[src/rtl/pipe_pkg.sv]
// Shared types and bundle widths for the pipeline stage registers.
// Skid FSM states plus payload widths of each inter-stage bundle.
package pipe_pkg;

  typedef enum logic [1:0] {
    ST_EMPTY = 2'd0,
    ST_ONE   = 2'd1,
    ST_FULL  = 2'd2
  } skid_st_e;

  localparam int XLEN   = 32;
  localparam int REG_W  = 5;
  localparam int CTRL_W = 6;
  localparam int F7_W   = 7;
  localparam int F3_W   = 3;

  // pc + instr
  localparam int IF_ID_W  = XLEN + XLEN;
  // ctrl+imm+rs1+rs2+rd+funct7+funct3+valA+valB = 127
  localparam int ID_EX_W  = CTRL_W + XLEN + 3 * REG_W
                          + F7_W + F3_W + 2 * XLEN;
  // ctrl+alu result+store data+rd+funct3
  localparam int EX_MEM_W = CTRL_W + 2 * XLEN + REG_W + F3_W;
  // ctrl+writeback data+rd
  localparam int MEM_WB_W = CTRL_W + XLEN + REG_W;

endpackage

[src/rtl/sat_counter.sv]
// Saturating up-counter with synchronous clear (clear wins).
// Ports: clk, rst (async high), clr, inc, cnt[W-1:0].
module sat_counter #(
  parameter int unsigned W = 16
) (
  input  logic         clk,
  input  logic         rst,
  input  logic         clr,
  input  logic         inc,
  output logic [W-1:0] cnt
);

  logic [W-1:0] cnt_q;
  logic [W-1:0] cnt_d;

  always_comb begin
    cnt_d = cnt_q;
    if (clr) begin
      cnt_d = '0;
    end else if (inc && (cnt_q != {W{1'b1}})) begin
      cnt_d = cnt_q + W'(1);
    end
  end

  always_ff @(posedge clk or posedge rst) begin
    if (rst) begin
      cnt_q <= '0;
    end else begin
      cnt_q <= cnt_d;
    end
  end

  assign cnt = cnt_q;

endmodule

[src/rtl/pipe_stage_reg.sv]
// Valid/ready pipeline register with optional two-entry skid buffer,
// flush and saturating stall counter.
// Ports: clk, rst (async high), flush, in_valid/in_ready/in_data,
//        out_valid/out_ready/out_data, cnt_clr, stall_cnt.
module pipe_stage_reg #(
  parameter int unsigned DATA_W       = 32,
  parameter int unsigned SKID         = 0,
  parameter int unsigned CNT_W        = 16,
  parameter int unsigned CLR_ON_FLUSH = 0
) (
  input  logic              clk,
  input  logic              rst,
  input  logic              flush,
  input  logic              in_valid,
  output logic              in_ready,
  input  logic [DATA_W-1:0] in_data,
  output logic              out_valid,
  input  logic              out_ready,
  output logic [DATA_W-1:0] out_data,
  input  logic              cnt_clr,
  output logic [CNT_W-1:0]  stall_cnt
);

  import pipe_pkg::*;

  skid_st_e          st_q;
  skid_st_e          st_d;
  logic [DATA_W-1:0] main_q;
  logic [DATA_W-1:0] main_d;
  logic [DATA_W-1:0] skid_q;
  logic [DATA_W-1:0] skid_d;
  logic              in_xfer;
  logic              out_xfer;

  assign out_valid = (st_q != ST_EMPTY);
  assign out_data  = main_q;

  // SKID=1: ready depends only on state, so no comb path
  // from out_ready. The rst term holds ready low in reset.
  if (SKID != 0) begin : g_skid_rdy
    assign in_ready = ~rst & (st_q != ST_FULL);
  end else begin : g_comb_rdy
    assign in_ready = ~rst & (~out_valid | out_ready);
  end

  assign in_xfer  = in_valid & in_ready;
  assign out_xfer = out_valid & out_ready;

  // With SKID=0 the ONE state never sees in_xfer without
  // out_xfer, so FULL is unreachable and the same FSM applies.
  always_comb begin
    st_d   = st_q;
    main_d = main_q;
    skid_d = skid_q;
    if (flush) begin
      st_d = ST_EMPTY;
      if (CLR_ON_FLUSH != 0) begin
        main_d = '0;
        skid_d = '0;
      end
    end else begin
      unique case (st_q)
        ST_EMPTY: begin
          if (in_xfer) begin
            main_d = in_data;
            st_d   = ST_ONE;
          end
        end
        ST_ONE: begin
          if (in_xfer && out_xfer) begin
            main_d = in_data;
          end else if (in_xfer) begin
            skid_d = in_data;
            st_d   = ST_FULL;
          end else if (out_xfer) begin
            st_d = ST_EMPTY;
          end
        end
        ST_FULL: begin
          if (out_xfer) begin
            main_d = skid_q;
            st_d   = ST_ONE;
          end
        end
        default: begin
          st_d = ST_EMPTY;
        end
      endcase
    end
  end

  always_ff @(posedge clk or posedge rst) begin
    if (rst) begin
      st_q   <= ST_EMPTY;
      main_q <= '0;
      skid_q <= '0;
    end else begin
      st_q   <= st_d;
      main_q <= main_d;
      skid_q <= skid_d;
    end
  end

  sat_counter #(
    .W(CNT_W)
  ) u_stall_cnt (
    .clk (clk),
    .rst (rst),
    .clr (cnt_clr),
    .inc (out_valid & ~out_ready),
    .cnt (stall_cnt)
  );

endmodule

[config.mk]
export PLATFORM = sky130hd
export DESIGN_NAME = pipe_stage_reg
export DESIGN_NICKNAME = d
export VERILOG_FILES = /design/src/rtl/pipe_pkg.sv /design/src/rtl/sat_counter.sv /design/src/rtl/pipe_stage_reg.sv
export SDC_FILE = /design/constraint.sdc
export NUM_CORES = 1
export LEC_CHECK = 0
export BUFFER_PORTS_ARGS = -buffer_cell sky130_fd_sc_hd__buf_2
export CAP_MARGIN = 20
export CORE_AREA = 2 2 126 128
export CTS_CLUSTER_SIZE = 14
export DETAILED_ROUTE_END_ITERATION = 10
export DIE_AREA = 0 0 128 130
export GPL_TIMING_DRIVEN = 0
export PLACE_DENSITY = 0.39
export SYNTH_ARGS = -nofsm -noshare
export SYNTH_HDL_FRONTEND = slang
export SYNTH_SLANG_ARGS = --single-unit
[constraint.sdc]
create_clock -name clk -period 6.4 [get_ports clk]
set_input_delay 0.96 -clock clk [delete_from_list [all_inputs] [get_ports clk]]
set_output_delay 0.96 -clock clk [all_outputs]
set_load 0.01 [all_outputs]
# After elaboration in Yosys (flattened, before gate mapping)
# Cells that the tools add are included.
[word_totals]
reg_bits = 82
output_inout_bits = 50
[op_classes]
n_addsub = 1
eq_ne = 10
muxes = 13
n_bitwise = 10
n_reduce_logical = 9
[ops]
columns = ["cell", "n"]
rows = [
  ["$mux 32", 3],
  ["$pmux 32 s3", 1],
  ["$mux 16", 2],
  ["$add 16x1->16 const B", 1],
  ["$ne 16x16->1 const B", 1],
  ["$mux 2", 6],
  ["$ne 3x3->1 const B", 3],
  ["$reduce_and 4->1", 2],
  ["$ne 2x2->1 const B", 3],
  ["$pmux 2 s3", 1],
  ["$not 1->1", 5],
  ["$reduce_and 5->1", 1],
  ["$and 1x1->1", 4],
  ["$ne 4x4->1 const B", 1],
  ["$reduce_bool 2->1", 2],
  ["$reduce_bool 3->1", 1],
  ["$eq 2x1->1 const B", 1],
  ["$eq 2x2->1 const B", 1],
  ["$logic_and 1x1->1", 2],
  ["$logic_not 2->1", 1],
  ["$or 1x1->1", 1],
]

# Longest topological paths before layout
# Gate-level depths: netlist of run 1.
[depth]
word_depth = 9
depth_mapped = 6
depth_no_buf = 5

# Modules after synthesis
# A second synthesis of run 1 with hierarchy kept.
[hier_totals]
cells_unflattened = 283
area_unflattened_um2 = 3570.9
[by_module_without_submodules]
columns = ["mod", "n_inst", "cells_per_inst", "area_per_inst_um2"]
rows = [
  ["pipe_stage_reg", 1, 182, 2638.8],
  ["sat_counter", 1, 101, 932.1],
]

# Worst setup path after synthesis of run 1
# OpenSTA, ideal clock, no wires.
[synth_timing]
path_kind = "input port to flip-flop"
start = "in rst"
end = "reg main_q[0], in the netlist out_data[0]"
setup_ns = 0.125
arrival_time_ns = 2.272
setup_slack_ns = 4.003
stages = 5
cell_sequence = "nand2b_1 -> or3b_1 -> a21oi_4 -> buf_12 -> mux2_4"
[synth_via]
elab_chain_cells = 6
elab_cells_between_ends = 7
[synth_lines]
columns = ["element", "line", "text"]
rows = [
  ["start: declaration", "pipe_stage_reg.sv:12", "input logic rst,"],
  ["$not 1->1 *", "pipe_stage_reg.sv:43", "assign in_ready = ~rst & (~out_valid | out_ready);"],
  ["$and 1x1->1 *", "pipe_stage_reg.sv:43", ""],
  ["$and 1x1->1 *", "pipe_stage_reg.sv:46", "assign in_xfer = in_valid & in_ready;"],
  ["$logic_and 1x1->1", "pipe_stage_reg.sv:70", "if (in_xfer && out_xfer) begin"],
  ["$ne 2x2->1 (no line)", "--", ""],
  ["$reduce_and 5->1 (no line) *", "--", ""],
  ["end signal: assignment", "pipe_stage_reg.sv:99", "main_q <= main_d;"],
  ["end: declaration", "pipe_stage_reg.sv:28", "logic [DATA_W-1:0] main_q;"],
]
# Every way passes the cells marked *; elsewhere a longest branch is shown, timed or not.
# A chain may end at the register's enable or synchronous reset.

# Worst setup path after layout of run 1
[layout_timing]
start = "in out_ready"
end = "out in_ready"
[layout_via]
elab_chain_cells = 2
[layout_lines]
columns = ["element", "line", "text"]
rows = [
  ["start: declaration", "pipe_stage_reg.sv:18", "input logic out_ready,"],
  ["$or 1x1->1", "pipe_stage_reg.sv:43", ""],
  ["$and 1x1->1", "pipe_stage_reg.sv:43", ""],
  ["end: declaration", "pipe_stage_reg.sv:15", "output logic in_ready,"],
]
# No other way between the ends.

==> run_results.csv, run 1 <==
group,metric,value,unit
clock_network,htreeDepth,3,
drt,dr_wl_met2,3830,µm
pwr,p_clk_share,39.6,%
critical_path,crit_required,5.44,ns
cells_and_area,drive_gt1_share,47.3,%
drt,drtIter0Drc,43,
cells_and_area,final_util,30.5,%
critical_path,cp_common_cell,"buf_2",
sta,max_freq,394,MHz
critical_path,arrival,1.58,ns
drt,met1_length,3830,µm
drt,drc,0,
pwr,peakVddDrop,0.112,mV
logic_synthesis,synth_seq_area_share,55.1,%
drt,routed_via_density,4.34,
pwr,internal_power,974,µW
drt,highest_layer,"met4",
pwr,cellLeakagePower,2.19,nW
sta,finalMaxSlewViolations,0,
clock_network,cts_tree,"built",
clock_network,cts_num_sinks,82,
cells_and_area,final_nets,419,
logic_synthesis,yosys.cell_types.count,39,
pwr,p_sw_share,24.4,%
global_routing,grt_use_total,10.5,%
global_routing,grt_pass1_vias,2479,
pwr,p_sw,314,µW
place,hpwlAfterDp,5490,µm
sta,period_share,39.7,%
sta,setup_viol,0,
critical_path,end_kind,"output pin",
floorplanning,die_area,16600,µm²
critical_path,critPathKind,"primary input to output pin",
sta,rsz0062_at_grt,"no",
drt,avgRoutedWirePerCell,14.3,µm
clock_network,post_cts_resized,0,
pwr,combPwrFrac,14.8,%
floorplanning,coreArea,15400,µm²
floorplanning,io_pins,88,
worst_hold_path,hold_class,"flop to flop",
drt,wirelength,8240,µm
floorplanning,num_rows,46,
critical_path,crit_chain,"buf_2, o21ba_2, nor2_1, buf_2",
floorplanning,die_x,128,µm
floorplanning,die_h,130,µm
critical_path,reg2reg_depth,5,
clock_network,postCtsSetupBuffers,0,
logic_synthesis,synth-seq-cells,82,
critical_path,r2r-start,"st_q[1]$_DFFE_PP0P_",
pwr,powerDensity,274,nW/µm²
global_routing,antenna_found_initial,0,
clock_network,clk_latency,0.34,ns
critical_path,r2r-end,"out_data[12]$_DFFE_PP0P_",
logic_synthesis,synth_warnings,0,
logic_synthesis,syn-cell-area,3720,µm²
drt,num_vias,2505,
place,gp_congestion,0.676,
cells_and_area,n_antenna_cell,0,
place,portBuffers,86,
floorplanning,initial_core_util,24.1,%
global_routing,grt_pass1_wl,13200,µm
worst_hold_path,min_to,"skid_q[18]$_DFFE_PP0P_",
drt,final_antenna_net_count,0,
logic_synthesis,syn_inst,282,
drt,wl_met3,424,µm
cells_and_area,fill_cells,1612,
sta,period_needed,2.54,ns
global_routing,grt_max_degree,53,
sta,finalHoldViolations,0,
clock_network,cts-root-buf,"clkbuf_16",
sta,skew,0.00530,ns
logic_synthesis,synth_nets,321,
worst_hold_path,hp-start,"skid_q[18]$_DFFE_PP0P_",
cells_and_area,area_delta_synth_final,26.5,%
global_routing,grt.overflow.total,0,
pwr,p_seq_share,45.6,%
sta,tightest_slew,0.482,ns
critical_path,slowest_stage,"o21ba_2",
job,cap_violations,0,
outcome,status,"complete, no violations",
drt,drt_pass1_iterations,4,
clock_network,clockBufferDepth,2,
worst_hold_path,hold_depth,1,
clock_network,cts.clk_slew.worst_paths,0.06,ns
critical_path,startpoint_type,"primary input",
clock_network,hold_buffers,0,
critical_path,r2r_slack,4.33,ns
sta,relSlewSlack,67.9,%
clock_network,cts_buffers,9,
critical_path,critPathMaxFanout,7,
sta,setup_tns,0,ns
logic_synthesis,synth.avg_cell_area,13.2,µm²
critical_path,max_stage_delay,0.30,ns
[final cells by class]
type	instances	area (µm²)	area share, %
well taps	192	240	5.10
multi-input cells	155	1450	30.7
clock inverters	6	57.6	1.22
inverters	2	10.0	0.213
repair buffers	87	458	9.73
flip-flops and latches	82	2050	43.6
plain buffers	43	215	4.57
clock buffers	10	229	4.86
[stage by stage]
stage	instances	power, mW	hold WS (ns)	instance area (µm²)	setup WS [ns]
CTS	577	1.32	0.457	4710	3.86
global route	577	1.36	0.470	4710	3.83
finish	577	1.29	0.449	4710	3.86
floorplan	282	0.713	0.424	3720	3.33
detailed placement	561	0.790	0.443	4420	3.68
global placement	560	0.786	0.435	4390	1.97
[Yosys cell counts]
cell	instances	share of area (%)
nor3_1	3	0.40
a21oi_4	1	0.44
nand2b_1	4	0.67
nor4_4	1	0.57
or3_4	1	0.30
mux2i_1	1	0.27
mux2_4	30	12
o41ai_1	1	0.24
nand2_1	5	0.50
dfrtp_1	82	55
nor4_1	1	0.17
o21ba_2	2	0.54
buf_2	4	0.54
nor2b_1	1	0.17
inv_1	2	0.20
a211oi_1	1	0.20
mux2_2	34	10
and2_1	1	0.17
nand3_1	6	0.81
nor2_1	4	0.40
buf_12	3	1.6
o21bai_1	1	0.20
nand4_2	2	0.67
buf_1	1	0.10
nor3b_1	1	0.20
a21o_1	1	0.20
or4_1	7	1.4
and3_1	2	0.34
clkbuf_1	35	3.5
o31ai_1	7	1.4
or2_2	1	0.17
and4_1	4	0.94
ha_1	1	0.34
o31a_1	1	0.24
or3b_1	2	0.47
o21ai_0	4	0.54
or3_1	5	0.84
nand4_1	3	0.50
a21oi_1	16	2.2
[how the worst max path moves through the flow]
stage                                    end  depth (start not counted)  slack [ns]      start
finish                              in_ready                          4        3.86  out_ready
floorplan            out_data[0]$_DFFE_PP0P_                          1        3.33        rst
CTS                                 in_ready                          4        3.86  out_ready
detailed placement  out_data[12]$_DFFE_PP0P_                          6        3.68        rst
global placement    out_data[14]$_DFFE_PP0P_                          2        1.97        rst
global route                        in_ready                          4        3.83  out_ready
[power by group through the flow]
stage | clock (mW) | sequential, mW | combinational, mW
6_report | 0.510 | 0.587 | 0.191
3_5_place_dp | 0 | 0.595 | 0.194
2_1_floorplan | 0 | 0.616 | 0.0971
3_3_place_gp | 0 | 0.595 | 0.191
5_1_grt | 0.562 | 0.592 | 0.208
4_1_cts | 0.541 | 0.587 | 0.195
[worst max-delay path: cells and delay by family]
family,cells,cell delay [ns]
AND/OR/NAND/NOR,1,0.05
buffers and inverters,2,0.26
AO/OA/AOI/OAI,1,0.30
[cell usage in the layout (no fill, tap or decap), drive strengths merged, types with 2 or more instances in the layout]
| master | n |
|---|---|
| and3 | 2 |
| nand2 | 5 |
| or3 | 6 |
| o21ai | 4 |
| o21ba | 2 |
| mux2 | 64 |
| or4 | 7 |
| inv | 2 |
| nor3 | 3 |
| o31ai | 7 |
| dfrtp | 82 |
| a21oi | 17 |
| buf | 95 |
| and4 | 4 |
| or3b | 2 |
| nor4 | 2 |
| nand2b | 4 |
| nand3 | 6 |
| clkinv | 4 |
| nor2 | 4 |
| nand4 | 5 |
| clkbuf | 45 |
[flip-flops by register name, summed over array words and instances (netlist names)]
| register | count |
|---|---|
| out_data | 32 |
| st_q | 2 |
| u_stall_cnt.cnt | 16 |
| skid_q | 32 |
[routing by layer]
metal  global-route usage (%)  vias to the layer above
met5                        0                        -
met4                     4.85                        0
met3                     3.08                       12
met2                     16.0                       69
met1                     13.9                     1233
li1                         -                     1191
[cell families after synthesis]
| group | count (synthesis) | synth area share, % |
|---|---|---|
| AO/OA/AOI/OAI | 35 | 6.15 |
| AND/OR/NAND/NOR | 54 | 9.72 |
| buffers and inverters | 45 | 5.99 |
| adder cells (fa/ha/maj) | 1 | 0.336 |
| flip-flops | 82 | 55.1 |
| multiplexers | 65 | 22.7 |
Power figures use the tool's default switching activity.
==> run 2, diff against run 1 <==
Settings changed: PLACE_DENSITY 0.39 to 0.4.
Clock period 6.4 ns to 2.2 ns, I/O delays scaled along.
==> run 2 against run 1 <==
Combinational power grew to 2.9 times the previous value. Cell count grew 0.17%. Critical path depth grew 1. Power grew to 3.0 times the previous value. Register-to-register slack lost 4.1 ns. Global-route usage shrank 0.15 points. Routed wire length shrank 0.49%. Clock power grew to 3.1 times the previous value. Critical endpoint is now u_stall_cnt.cnt[10]$_DFFE_PP0P_. Utilization grew 0.22 points. Clock skew grew 0.0027 ns. Sequential share of layout area shrank 0.31 points.
==> run_results.csv, run 2 (synthesized netlist as in run 1, its figures left out) <==
group,metric,value,unit
place,placedCellCount,562,
drt,dr_wl_met2,3720,µm
clock_network,cts_buffers,9,
critical_path,end_kind,"flop",
clock_network,clockBufferDepth,2,
floorplanning,die_x,128,µm
drt,wl_met3,383,µm
outcome,status,"complete, no violations",
sta,setup_tns,0,ns
cells_and_area,mostFrequentLayoutCells,"buf_2, dfrtp_1, clkbuf_1, mux2_2, mux2_4",
global_routing,grt_pass1_vias,2487,
sta,finalMaxSlewViolations,0,
job,cap_violations,0,
floorplanning,io_pins,88,
drt,num_vias,2484,
clock_network,clk_latency,0.35,ns
global_routing,grt_pass1_wl,13100,µm
drt,routed_via_density,4.30,
cells_and_area,n_antenna_cell,0,
clock_network,htreeDepth,3,
cells_and_area,fin_cells,578,
cells_and_area,drive_gt1_share,47.9,%
global_routing,grt.overflow.total,0,
worst_hold_path,hold_class,"primary input to asynchronous set/reset pin",
critical_path,reg2reg_depth,5,
sta,period_needed,1.99,ns
drt,avgRoutedWirePerCell,14.2,µm
drt,highest_layer,"met4",
cells_and_area,fill_cells,1603,
place,hpwlAfterDp,5620,µm
cells_and_area,final_common_cell,"buf_2",
sta,rsz0062_at_grt,"no",
floorplanning,die_area,16600,µm²
drt,drc,0,
critical_path,r2r-start,"u_stall_cnt.cnt[1]$_DFFE_PP0P_",
floorplanning,coreArea,15400,µm²
critical_path,arrival,2.27,ns
sta,relSlewSlack,53.5,%
floorplanning,die_h,130,µm
drt,drtIter0Drc,83,
drt,final_antenna_net_count,0,
clock_network,cts_tree,"built",
sta,max_freq,501,MHz
floorplanning,initial_core_util,24.1,%
pwr,powerDensity,806,nW/µm²
clock_network,cts_num_sinks,82,
critical_path,critPathKind,"flop to flop",
sta,setup_viol,0,
floorplanning,num_rows,46,
sta,period_share,90.7,%
critical_path,r2r_slack,0.21,ns
global_routing,grt_max_degree,32,
critical_path,crit_required,2.47,ns
critical_path,critPathMaxFanout,6,
pwr,peakVddDrop,0.331,mV
critical_path,startpoint_type,"flop",
clock_network,hold_buffers,0,
cells_and_area,area_delta_synth_final,27.4,%
drt,wirelength,8200,µm
drt,met1_length,3860,µm
cells_and_area,final_nets,420,
global_routing,antenna_found_initial,0,
drt,drt_pass1_iterations,4,
sta,skew,0.00798,ns
clock_network,cts.clk_slew.worst_paths,0.07,ns
global_routing,grt_use_total,10.4,%
clock_network,cts-root-buf,"clkbuf_16",
sta,tightest_slew,0.696,ns
critical_path,r2r-end,"u_stall_cnt.cnt[10]$_DFFE_PP0P_",
place,gp_congestion,0.701,
place,portBuffers,86,
sta,finalHoldViolations,0,
pwr,cellLeakagePower,2.21,nW
pwr,power,3.82,mW
## run 2: worst max-delay path, stage by stage, from the launching register on
cell and delay (ns):
dfrtp_1 0.39, ha_1 0.27, nand4_2 0.25, or3_4 0.44, or4_1 0.41, a21oi_1 0.15
## run 2: worst max-delay path by stage
stage	start	to	slack, ns	cells past startpoint
final	u_stall_cnt.cnt[1]$_DFFE_PP0P_	u_stall_cnt.cnt[10]$_DFFE_PP0P_	0.21	5
after global routing	u_stall_cnt.cnt[1]$_DFFE_PP0P_	u_stall_cnt.cnt[2]$_DFFE_PP0P_	0.009	6
after CTS	st_q[1]$_DFFE_PP0P_	out_data[17]$_DFFE_PP0P_	0.002	5
after detailed placement	st_q[1]$_DFFE_PP0P_	out_data[10]$_DFFE_PP0P_	0.02	5
after global placement	st_q[1]$_DFFE_PP0P_	out_data[9]$_DFFE_PP0P_	0.06	5
after floorplan	st_q[1]$_DFFE_PP0P_	out_data[0]$_DFFE_PP0P_	0.38	5
## run 2: layer usage
metal	GRT usage (%)	up-vias
met4	6.66	0
li1	-	1187
met3	2.58	14
met5	0	-
met1	13.8	1223
met2	15.1	60
## run 2: where the power goes
group	switching, mW	internal (mW)
clock	0.627	0.936
combinational	0.231	0.325
sequential	0.0666	1.64
## run 2: final cells by class
class / count / area [µm²] / share of cell area (%)
well taps: 192 / 240 / 5.07
repair buffers: 88 / 470 / 9.92
multi-input cells: 155 / 1450 / 30.5
clock buffers: 11 / 253 / 5.33
inverters: 2 / 11.3 / 0.237
plain buffers: 43 / 216 / 4.56
flip-flops and latches: 82 / 2050 / 43.3
clock inverters: 5 / 52.6 / 1.11
## run 2: timing repair
item | in CTS | in global routing
endpoints found under the setup margin | 0 | 24
resized for setup | 0 | 2
buffers inserted | 0 | 0
## run 2: through the flow
stage / worst slack, ns / area [µm²] / utilization [%] / hold slack, ns
after global placement: 0.0588 / 4400 / 28.5 / 0.434
after global routing: 0.00906 / 4740 / 30.7 / 0.183
after floorplan: 0.384 / 3720 / - / 0.396
after CTS: 0.00196 / 4740 / 30.7 / 0.132
after detailed placement: 0.0213 / 4440 / 28.8 / 0.443
final: 0.205 / 4740 / 30.7 / 0.113
==> run 3, diff against run 2 <==
Settings changed: ABC_AREA set to 1, CORE_AREA 2 2 126 128 to 2 2 127 129, DIE_AREA 0 0 128 130 to 0 0 129 131.
==> run 3 against run 2 <==
Synthesized cell count up 47%. Critical path type unchanged. Critical path depth rose by 4. Cell count rose by 27%. Synthesized area up 1.8%. Sequential cell count stayed put. Fmax increased by 8.4%. Die area rose by 1.6%. Global-route usage is 1.5 points higher. Clock-buffer cell count is 2 lower. Via count up 22%. Sequential power increased by 3%. Critical endpoint is now u_stall_cnt.cnt[11]$_DFFE_PP0P_. Largest cell class unchanged.
==> run_results.csv, run 3 <==
group,metric,value,unit
outcome,status,"complete, no violations",
cells_and_area,design_area,4870,µm²
place,portBuffers,87,
cells_and_area,final_common_cell,"nand2_1",
logic_synthesis,synth_edf_count,0,
sta,finalHoldViolations,0,
logic_synthesis,synth_top_cell_by_area,"dfrtp_1",
drt,avgRoutedWirePerCell,12.9,µm
critical_path,r2r-start,"u_stall_cnt.cnt[0]$_DFFE_PP0P_",
global_routing,grt_pass1_vias,3021,
critical_path,critPathMaxFanout,10,
critical_path,arrival,2.12,ns
clock_network,post_cts_resized,0,
logic_synthesis,synthArstFlopShare,100,%
global_routing,grt_use_total,11.8,%
floorplanning,die_area,16900,µm²
sta,period_share,83.6,%
logic_synthesis,syn_inst,414,
global_routing,grt.overflow.total,0,
global_routing,antenna_found_initial,0,
floorplanning,die_x,129,µm
critical_path,r2r-end,"u_stall_cnt.cnt[11]$_DFFE_PP0P_",
logic_synthesis,synth-main-ff-cell,"dfrtp_1",
cells_and_area,mostFrequentLayoutCells,"nand2_1, buf_2, dfrtp_1",
logic_synthesis,synth_area_leaders,"dfrtp_1, nand2_1, mux2_2",
critical_path,crit_required,2.48,ns
cells_and_area,final_nets,553,
floorplanning,die_h,131,µm
pwr,p_sw,1.08,mW
clock_network,clk_latency,0.34,ns
critical_path,slowest_stage,"dfrtp_1",
logic_synthesis,synth-seq-cells,82,
cells_and_area,multi_input_area,1470,µm²
global_routing,grtUsageMet2,19.1,%
drt,num_vias,3026,
drt,final_antenna_net_count,0,
cells_and_area,n_antenna_cell,0,
place,hpwlAfterDp,6820,µm
clock_network,htreeDepth,3,
cells_and_area,area_delta_synth_final,28.6,%
place,dpl-instance-area,4550,µm²
clock_network,hold_buffers,0,
logic_synthesis,synth_nets,453,
logic_synthesis,synth_seq_area_share,54.2,%
pwr,combPwrFrac,15.5,%
logic_synthesis,yosysMostFrequentCell,"nand2_1",
logic_synthesis,synth_top_area_share,54.2,%
floorplanning,num_rows,46,
sta,period_needed,1.84,ns
drt,wirelength,9500,µm
clock_network,cts_tree,"built",
global_routing,busiest_layer,"met2",
sta,tightest_slew,0.692,ns
critical_path,r2r_slack,0.36,ns
worst_hold_path,hold_class,"primary input to asynchronous set/reset pin",
logic_synthesis,synth_common_cells,"nand2_1, dfrtp_1, nand3_1, clkbuf_1, nor2_1",
sta,finalMaxSlewViolations,0,
place,dp_slack,-0.100,ns
pwr,p_seq_share,43.8,%
cells_and_area,ff_latch_area,2050,µm²
logic_synthesis,synth_warnings,0,
critical_path,cp_common_cell,"nor2_4",
job,cap_violations,0,
global_routing,grtUsageMet1,15.3,%
drt,routed_via_density,4.12,
critical_path,critPathKind,"flop to flop",
sta,fin_ws,0.361,ns
sta,skew,0.00752,ns
sta,rsz0062_at_grt,"no",
clock_network,postCtsSetupBuffers,0,
critical_path,crit_chain,"ha_1, nand3_1, inv_2, nand2_2, nor2_4, nor2_4, buf_4, nand4_1, nand2_1",
clock_network,cts_buffers,9,
clock_network,clockBufferDepth,2,
floorplanning,io_pins,88,
critical_path,max_stage_delay,0.44,ns
pwr,power,3.99,mW
critical_path,startpoint_type,"flop",
critical_path,cp-startpoint,"u_stall_cnt.cnt[0]$_DFFE_PP0P_",
drt,drt_pass1_iterations,4,
pwr,internal_power,2.91,mW
global_routing,grt_max_degree,30,
pwr,powerDensity,819,nW/µm²
logic_synthesis,syn-cell-area,3790,µm²
logic_synthesis,yosys.cell_types.count,27,
critical_path,reg2reg_depth,9,
sta,setup_viol,0,
drt,drc,0,
critical_path,end_kind,"flop",
pwr,cellLeakagePower,2.48,nW
global_routing,grt_pass1_wl,15300,µm
sta,setup_tns,0,ns
sta,relSlewSlack,53.8,%
sta,max_freq,544,MHz
drt,drtIter0Drc,105,
floorplanning,initial_core_util,24.3,%
clock_network,cts-root-buf,"clkbuf_16",
sta,holdWs,0.0996,ns
pwr,p_sw_share,27.0,%
logic_synthesis,synth.avg_cell_area,9.15,µm²
global_routing,use_met3,2.61,%
cells_and_area,final_util,31.2,%
pwr,p_clk_share,40.6,%
clock_network,cts_num_sinks,82,
pwr,peakVddDrop,0.333,mV
cells_and_area,fin_cells,735,
place,placedCellCount,719,
cells_and_area,drive_gt1_share,30.4,%
floorplanning,coreArea,15600,µm²
critical_path,endpoint,"u_stall_cnt.cnt[11]$_DFFE_PP0P_",
cells_and_area,fill_cells,1685,
place,gp_congestion,0.798,
clock_network,cts.clk_slew.worst_paths,0.07,ns
-- run 3: cell count changes after synthesis, moves of 15 or more --
cell     before  now
a21oi_1      16    1
mux2_4       30    0
nand2_1       5  129
nand3_1       6   42
nand4_1       3   18
nor2_1        4   22
-- run 3: critical path, delay by kind of cell (launching register included) --
| family | cells | cell delay (ns) |
|---|---|---|
| buf+inv | 2 | 0.31 |
| flops | 1 | 0.44 |
| simple gates | 6 | 0.74 |
| fa+ha+maj | 1 | 0.28 |
-- run 3: final cells by class --
type	instances	share of cell area [%]
Multi-Input combinational cell	269	30.2
Tap cell	216	5.55
Sequential cell	82	42.1
Buffer	47	4.47
Clock buffer	9	4.62
Clock inverter	7	1.93
Timing Repair Buffer	89	9.76
Inverter	16	1.31
-- run 3: routing by layer --
metal / share of wire (%) / wire length, µm
met5: 0 / 0
met2: 46 / 4330
met4: 2.0 / 194
met1: 48 / 4590
met3: 4.1 / 391
-- run 3: worst min-delay path by stage --
stage,startpoint,endpoint,slack [ns],cells past startpoint
after floorplan,skid_q[17]$_DFFE_PP0P_,skid_q[17]$_DFFE_PP0P_,0.42,1
after global placement,skid_q[22]$_DFFE_PP0P_,skid_q[22]$_DFFE_PP0P_,0.43,1
after detailed placement,skid_q[19]$_DFFE_PP0P_,skid_q[19]$_DFFE_PP0P_,0.44,1
after CTS,rst,u_stall_cnt.cnt[1]$_DFFE_PP0P_,0.11,2
after global routing,rst,u_stall_cnt.cnt[0]$_DFFE_PP0P_,0.15,2
final,rst,skid_q[27]$_DFFE_PP0P_,0.1,2
-- run 3: cells by family after synthesis --
family,Yosys count,share of synthesized area [%]
buffers and inverters,63,6.94
muxes,32,9.51
DFF,82,54.2
xor gates and xnor gates,4,0.925
and+or+nand+nor,224,26.6
adders and majority gates,1,0.330
AOI/OAI and AO/OA,8,1.49
-- run 3: power groups by stage --
stage	registers [mW]	logic, mW	clock network [mW]
global route	1.77	0.701	1.76
floorplan	1.85	0.269	0
global placement	1.77	0.627	0
detailed placement	1.78	0.638	0
CTS	1.75	0.640	1.69
finish	1.75	0.620	1.62
